--- src/rtl/stopwatch_time_keeper_pkg.sv ---
// Shared constants for the stopwatch time keeper: BCD limits, default prescale and digit packing.
// Digit indices count from the least significant nibble of the 24-bit time word.
package stopwatch_pkg;
  localparam logic [3:0] BCD_MAX_UNITS   = 4'd9;
  localparam logic [3:0] BCD_MAX_TENS_60 = 4'd5;
  localparam int unsigned TICK_DIV_50MHZ = 500000;

  localparam int DIGIT_W    = 4;
  localparam int TIME_W     = 24;
  localparam int PRESCALE_W = 30;

  localparam int DIG_CS_U  = 0;
  localparam int DIG_CS_T  = 1;
  localparam int DIG_SEC_U = 2;
  localparam int DIG_SEC_T = 3;
  localparam int DIG_MIN_U = 4;
  localparam int DIG_MIN_T = 5;
endpackage

--- src/rtl/stopwatch_time_keeper_if.sv ---
// Control flags from the watch state machine and time outputs toward the display mux.
// master = control/display side, slave = time keeper.
interface stopwatch_time_keeper_if;
  import stopwatch_pkg::*;

  logic                run_flag;
  logic                lap_flag;
  logic                reset_fast_flag;
  logic [TIME_W-1:0]   live_time;
  logic [TIME_W-1:0]   display_time;
  logic [DIGIT_W-1:0]  hours;
  logic                tick;
  logic                wrap;

  modport master (
    output run_flag, lap_flag, reset_fast_flag,
    input  live_time, display_time, hours, tick, wrap
  );

  modport slave (
    input  run_flag, lap_flag, reset_fast_flag,
    output live_time, display_time, hours, tick, wrap
  );
endinterface

--- src/rtl/bcd_digit_counter.sv ---
// One BCD digit that wraps to 0 after reaching limit; value updates one cycle after enable.
// carry is combinational so a whole digit chain advances in the same cycle.
module bcd_digit_counter
  import stopwatch_pkg::*;
(
  input  logic               clock,
  input  logic               reset_n,
  input  logic               clear,
  input  logic               enable,
  input  logic [DIGIT_W-1:0] limit,
  output logic [DIGIT_W-1:0] value,
  output logic               carry
);
  logic [DIGIT_W-1:0] cnt_q;

  always_ff @(posedge clock or negedge reset_n) begin
    if (!reset_n) begin
      cnt_q <= '0;
    end else if (clear) begin
      cnt_q <= '0;
    end else if (enable) begin
      cnt_q <= (cnt_q == limit) ? '0 : cnt_q + DIGIT_W'(1);
    end
  end

  assign value = cnt_q;
  assign carry = enable && (cnt_q == limit);
endmodule

--- src/rtl/stopwatch_time_keeper.sv ---
// BCD mm:ss.cc stopwatch counter with lap-freezable display copy; tick/wrap/live_time are registered.
// Optional hours digit is built when STOPWATCH_HOURS_EN is defined.
module stopwatch_time_keeper
  import stopwatch_pkg::*;
#(
  parameter int unsigned TICK_DIV = TICK_DIV_50MHZ
)(
  input  logic                   qzt_clk,
  input  logic                   reset_n,
  stopwatch_time_keeper_if.slave sw
);
  localparam logic [PRESCALE_W-1:0] TICK_LAST = PRESCALE_W'(TICK_DIV - 1);

  logic [PRESCALE_W-1:0] prescale_q;
  logic                  tick_now;
  logic                  wrap_now;
  logic                  tick_q;
  logic                  wrap_q;
  logic [TIME_W-1:0]     live_time;
  logic [TIME_W-1:0]     display_q;

  logic [DIGIT_W-1:0] cs_u, cs_t, sec_u, sec_t, min_u, min_t;
  logic               c_cs_u, c_cs_t, c_sec_u, c_sec_t, c_min_u, c_min_t;

  // Fast reset masks the tick so no digit, tick or wrap can move in a clear cycle.
  assign tick_now = sw.run_flag && !sw.reset_fast_flag && (prescale_q == TICK_LAST);

  always_ff @(posedge qzt_clk or negedge reset_n) begin
    if (!reset_n) begin
      prescale_q <= '0;
    end else if (sw.reset_fast_flag) begin
      prescale_q <= '0;
    end else if (sw.run_flag) begin
      prescale_q <= tick_now ? '0 : prescale_q + PRESCALE_W'(1);
    end
  end

  bcd_digit_counter u_cs_u (.clock(qzt_clk), .reset_n(reset_n), .clear(sw.reset_fast_flag),
    .enable(tick_now), .limit(BCD_MAX_UNITS), .value(cs_u), .carry(c_cs_u));
  bcd_digit_counter u_cs_t (.clock(qzt_clk), .reset_n(reset_n), .clear(sw.reset_fast_flag),
    .enable(c_cs_u), .limit(BCD_MAX_UNITS), .value(cs_t), .carry(c_cs_t));
  bcd_digit_counter u_sec_u (.clock(qzt_clk), .reset_n(reset_n), .clear(sw.reset_fast_flag),
    .enable(c_cs_t), .limit(BCD_MAX_UNITS), .value(sec_u), .carry(c_sec_u));
  bcd_digit_counter u_sec_t (.clock(qzt_clk), .reset_n(reset_n), .clear(sw.reset_fast_flag),
    .enable(c_sec_u), .limit(BCD_MAX_TENS_60), .value(sec_t), .carry(c_sec_t));
  bcd_digit_counter u_min_u (.clock(qzt_clk), .reset_n(reset_n), .clear(sw.reset_fast_flag),
    .enable(c_sec_t), .limit(BCD_MAX_UNITS), .value(min_u), .carry(c_min_u));
  bcd_digit_counter u_min_t (.clock(qzt_clk), .reset_n(reset_n), .clear(sw.reset_fast_flag),
    .enable(c_min_u), .limit(BCD_MAX_TENS_60), .value(min_t), .carry(c_min_t));

`ifdef STOPWATCH_HOURS_EN
  logic [DIGIT_W-1:0] hr;
  logic               c_hr;

  bcd_digit_counter u_hr (.clock(qzt_clk), .reset_n(reset_n), .clear(sw.reset_fast_flag),
    .enable(c_min_t), .limit(BCD_MAX_UNITS), .value(hr), .carry(c_hr));

  assign wrap_now = c_hr;
  assign sw.hours = hr;
`else
  assign wrap_now = c_min_t;
  assign sw.hours = 4'h0;
`endif

  always_comb begin
    live_time = '0;
    live_time[DIG_CS_U*DIGIT_W  +: DIGIT_W] = cs_u;
    live_time[DIG_CS_T*DIGIT_W  +: DIGIT_W] = cs_t;
    live_time[DIG_SEC_U*DIGIT_W +: DIGIT_W] = sec_u;
    live_time[DIG_SEC_T*DIGIT_W +: DIGIT_W] = sec_t;
    live_time[DIG_MIN_U*DIGIT_W +: DIGIT_W] = min_u;
    live_time[DIG_MIN_T*DIGIT_W +: DIGIT_W] = min_t;
  end

  always_ff @(posedge qzt_clk or negedge reset_n) begin
    if (!reset_n) begin
      tick_q    <= 1'b0;
      wrap_q    <= 1'b0;
      display_q <= '0;
    end else begin
      tick_q <= tick_now;
      wrap_q <= wrap_now;
      if (sw.reset_fast_flag) begin
        display_q <= '0;
      end else if (!sw.lap_flag) begin
        display_q <= live_time;
      end
    end
  end

  assign sw.live_time    = live_time;
  assign sw.display_time = display_q;
  assign sw.tick         = tick_q;
  assign sw.wrap         = wrap_q;
endmodule

--- src/flat_wrapper.sv ---
// flat-port wrapper written by rule: the top's interface ports become plain ports
module stopwatch_time_keeper_flat import stopwatch_pkg::*;
#(
  parameter int unsigned TICK_DIV = TICK_DIV_50MHZ
)
  (qzt_clk, reset_n, sw_run_flag, sw_lap_flag, sw_reset_fast_flag, sw_live_time, sw_display_time, sw_hours, sw_tick, sw_wrap);
  stopwatch_time_keeper_if sw_i ();
  input  logic qzt_clk;
  input  logic reset_n;
  input wire logic [$bits(sw_i.run_flag)-1:0] sw_run_flag;
  input wire logic [$bits(sw_i.lap_flag)-1:0] sw_lap_flag;
  input wire logic [$bits(sw_i.reset_fast_flag)-1:0] sw_reset_fast_flag;
  output wire logic [$bits(sw_i.live_time)-1:0] sw_live_time;
  output wire logic [$bits(sw_i.display_time)-1:0] sw_display_time;
  output wire logic [$bits(sw_i.hours)-1:0] sw_hours;
  output wire logic [$bits(sw_i.tick)-1:0] sw_tick;
  output wire logic [$bits(sw_i.wrap)-1:0] sw_wrap;
  assign sw_i.run_flag = sw_run_flag;
  assign sw_i.lap_flag = sw_lap_flag;
  assign sw_i.reset_fast_flag = sw_reset_fast_flag;
  assign sw_live_time = sw_i.live_time;
  assign sw_display_time = sw_i.display_time;
  assign sw_hours = sw_i.hours;
  assign sw_tick = sw_i.tick;
  assign sw_wrap = sw_i.wrap;
  stopwatch_time_keeper #(.TICK_DIV(TICK_DIV)) u_core (.qzt_clk(qzt_clk), .reset_n(reset_n), .sw(sw_i));
endmodule
--- config.mk ---
export PLATFORM = sky130hd
export DESIGN_NAME = stopwatch_time_keeper_flat
export DESIGN_NICKNAME = d
export VERILOG_FILES = /design/src/rtl/stopwatch_time_keeper_pkg.sv /design/src/rtl/stopwatch_time_keeper_if.sv /design/src/rtl/bcd_digit_counter.sv /design/src/rtl/stopwatch_time_keeper.sv /design/src/flat_wrapper.sv
export SDC_FILE = /design/constraint.sdc
export NUM_CORES = 1
export LEC_CHECK = 0
export ABC_AREA = 1
export CAP_MARGIN = 20
export CORE_MARGIN = 2
export CORE_UTILIZATION = 56
export CTS_CLUSTER_DIAMETER = 30
export DETAILED_ROUTE_END_ITERATION = 10
export GPL_TIMING_DRIVEN = 0
export PLACE_DENSITY = 0.81
export SKIP_LAST_GASP = 1
export SYNTH_ARGS = -nofsm -noshare
export SYNTH_HDL_FRONTEND = slang
export SYNTH_SLANG_ARGS = --single-unit
--- constraint.sdc ---
create_clock -name qzt_clk -period 2.3 [get_ports qzt_clk]
set_input_delay 0.46 -clock qzt_clk [delete_from_list [all_inputs] [get_ports qzt_clk]]
set_output_delay 0.46 -clock qzt_clk [all_outputs]
set_load 0.05 [all_outputs]
==> summary.txt <==
Outcome
  – Status: complete, no violations

Global routing
  – Tot GR Track Use: 27.2%
  – Initial antenna violation count: 0
  – First-pass GRT wire length: 18700 um
  – Overflow after GRT: 0
  – Largest net degree at the start of global routing: 51
  – Vias in the first global route: 3985

Cells and area
  – Final Core Density: 69.7%
  – Antenna cell count: 0
  – Layout Nets: 659
  – Fill cells: 652
  – Share of layout cells above drive strength 1: 8.05%
  – Area Overhead vs Synth: 20.3%

Worst setup path
  – Data required, critical path: 1.84 ns
  – R2R setup slack: 0.25 ns
  – Buf+Inv Stages, Crit Path: 1
  – Worst reg2reg path startpoint: u_core.prescale_q[1]$_DFFE_PN0P_
  – Crit path DAT: 1.72 ns
  – Crit path cell chain: clkdlybuf4s50_1
  – Type of origin of the critical path: flip-flop
  – CP delay by family, top: buffers and inverters
  – Reg2reg path depth: 9
  – Critical path capture point type: primary output
  – R2r endpoint: u_core.sw.wrap$_DFF_PN0_
  – WP depth: 1
  – Worst Setup Path Type: reg -> out
  – Slowest-stage cell, CP: clkdlybuf4s50_1
  – CP peak stage delay: 0.88 ns
  – CP max FO: 6

STA
  – Final min period: 2.18 ns
  – # setup viols final: 0
  – Final Cycle Share: 94.8%
  – Max Fclk: 459 MHz
  – RSZ-0062 raised after global routing: no
  – Max-slew violation count: 0
  – Fin. Hold Viols: 0
  – Relative slew slack: 62.3%
  – Post-route clock skew: 0.00796 ns
  – Setup TNS: 0 ns
  – Final worst setup slack: 0.120 ns
  – Worst-margin pin slew: 0.565 ns

Floorplan
  – # rows: 32
  – Initial core utilization: 57.9%
  – Die X: 93.6 um
  – Total core area: 7770 um^2
  – I/O pins: 59
  – Die Y-Extent: 93.6 um
  – Die area: 8770 um^2

Logic synthesis
  – Synth cell types: 43
  – Yosys warnings: 0
  – Sequential fraction of the synthesis area: 44.5%
  – Post-synth top cells: 117 x nand2_1, 80 x dfrtp_1, 71 x nand3_1
  – Dominant cells by area after synthesis: dfrtp_1 44%, nand2_1 9.8%, nand3_1 7.9%, nor2_1 5.4%, inv_1 5.1%
  – EDFF count, synth: 0
  – Top cell type's share of synthesized area: 44.5%
  – Mean post-synth cell area: 7.84 um^2
  – Yosys top cell by area: dfrtp_1
  – Number of synthesized register bits: 80
  – Ys flop type: dfrtp_1
  – FFs w/ async S/R, synth: 100%
  – Count leader, synth: nand2_1
  – Gate Count Post-Synth: 574
  – Synthesized area: 4500 um^2

CTS
  – Cts repair resizes: 0
  – Worst skew pair latency: 0.36 ns
  – CTS Root Cell: clkbuf_8
  – TritonCTS Buffers: 9
  – Reg clk slew, reported paths: 0.08 ns
  – Post-CTS Setup Bufs: 0
  – Clk sinks: 80
  – Hold_buf cts: 0
  – TritonCTS clock tree: done
  – H-tree depth: 3
  – Clock tree buffer depth: 2

Place
  – Post-DP HPWL: 7920 um
  – GP Congestion: 0.895
  – Port Buffers: 52
  – Dpl ws: -0.154 ns

Detailed routing
  – Drt pass-1 iters: 6
  – Total wire length: 10800 um
  – Via density: 5.51
  – DRC violations left: 0
  – Initial drt markers: 224
  – Antenna Violating Nets Remaining: 0
  – Total number of vias: 4119
  – Drt wl/cell: 14.5 um

Pwr
  – PwrDens: 570 nW/um^2
  – Maximum vdd drop: 0.298 mV
  – Static leakage: 0.00256 uW

Run
  – Max Cap Viol: 0

Hold path
  – Hold Crit Class: in -> async
[area by class of cell]
cell class	instances	area, um^2	area share [%]
Multi-Input combinational cell	406	2140	39.6
Sequential cell	80	2000	37.0
Timing Repair Buffer	53	546	10.1
Inverter	71	268	4.95
Clock buffer	10	138	2.54
Tap cell	102	128	2.36
Buffer	20	97.6	1.80
Clock inverter	6	90.1	1.66
[power by group]
part	internal, uW	switching [uW]	total, uW
Sequential	1450	45.3	1490
Combinational	119	286	405
Clock	646	540	1190
Total	2210	871	3080
[state kept, by name, indices dropped and copies added, names as in the netlist]
| register | cells |
|---|---|
| u_core.u_cs_t.value | 4 |
| u_core.sw.display_time | 24 |
| u_core.sw.tick | 1 |
| u_core.u_sec_u.value | 4 |
| u_core.u_min_t.value | 4 |
| u_core.u_sec_t.value | 4 |
| u_core.prescale_q | 30 |
| u_core.u_cs_u.value | 4 |
| u_core.sw.wrap | 1 |
| u_core.u_min_u.value | 4 |
[kinds of logic (layout without fill, tap and decap cells)]
kind of cell    after synthesis  after routing  share of synthesized area [%]
flops                        80             80                           44.5
other cells                   1              4                         0.0833
fa+ha+maj                    13             13                           3.62
buf+inv                      91            160                           8.12
simple gates                310            310                           32.4
xor+xnor                     10             10                           1.95
compound gates               69             69                           9.34
[per-layer routing]
metal | wire, um | GRT usage (%) | up-vias
li1 | - | - | 2024
met1 | 4520 | 34.2 | 1953
met2 | 5590 | 47.7 | 125
met3 | 548 | 4.35 | 17
met4 | 174 | 9.42 | 0
met5 | 0 | 0 | -
[worst max-delay path by stage]
stage / start / endpoint / slack, ns
2_1_floorplan: u_core.u_cs_u.value[0]$_DFFE_PN0P_ / u_core.u_sec_t.value[2]$_DFFE_PN0P_ / 0.44
3_3_place_gp: reset_n / u_core.prescale_q[2]$_DFFE_PN0P_ / -2.04
3_5_place_dp: sw_run_flag / u_core.prescale_q[19]$_DFFE_PN0P_ / -0.15
4_1_cts: u_core.u_min_u.value[2]$_DFFE_PN0P_ / sw_live_time[18] / 0.12
5_1_grt: u_core.prescale_q[1]$_DFFE_PN0P_ / u_core.sw.wrap$_DFF_PN0_ / 0.02
6_report: u_core.u_min_u.value[2]$_DFFE_PN0P_ / sw_live_time[18] / 0.12
[layout by cell type (no fill, tap or decap), types with 2 or more instances in the layout]
| cell type | netlist | routed |
|---|---|---|
| nor2_2 | 3 | 3 |
| xor2_1 | 9 | 9 |
| inv_6 | 0 | 2 |
| nor3b_1 | 2 | 2 |
| inv_2 | 8 | 8 |
| clkdlybuf4s50_1 | 0 | 51 |
| o31ai_1 | 21 | 21 |
| nand4_1 | 17 | 17 |
| nor2_1 | 65 | 65 |
| bufinv_16 | 0 | 2 |
| nor2_8 | 2 | 2 |
| nand2_1 | 117 | 117 |
| conb_1 | 1 | 4 |
| a21oi_1 | 16 | 16 |
| a211oi_1 | 3 | 3 |
| nor3_1 | 15 | 15 |
| buf_4 | 6 | 7 |
| or2_2 | 3 | 3 |
| nand3b_1 | 2 | 2 |
| nand2_4 | 2 | 2 |
| dfrtp_1 | 80 | 80 |
| nand3_1 | 71 | 71 |
| o21ai_0 | 17 | 17 |
| clkinv_2 | 1 | 2 |
| nand2_2 | 3 | 3 |
| o21ai_1 | 6 | 6 |
| clkbuf_8 | 0 | 10 |
| inv_1 | 61 | 61 |
| ha_1 | 13 | 13 |
| clkbuf_1 | 13 | 13 |
[through the flow]
stage	instance area [um^2]	hold WS (ns)	cells	power, uW
floorplan	4510	0.164	577	1780
global placement	5160	0.494	731	1910
detailed placement	5180	0.420	732	1920
CTS	5410	0.0338	748	3090
global route	5410	0.0509	748	3200
finish	5410	0.0262	748	3080
Note: power is estimated with default switching activity, not from simulation.
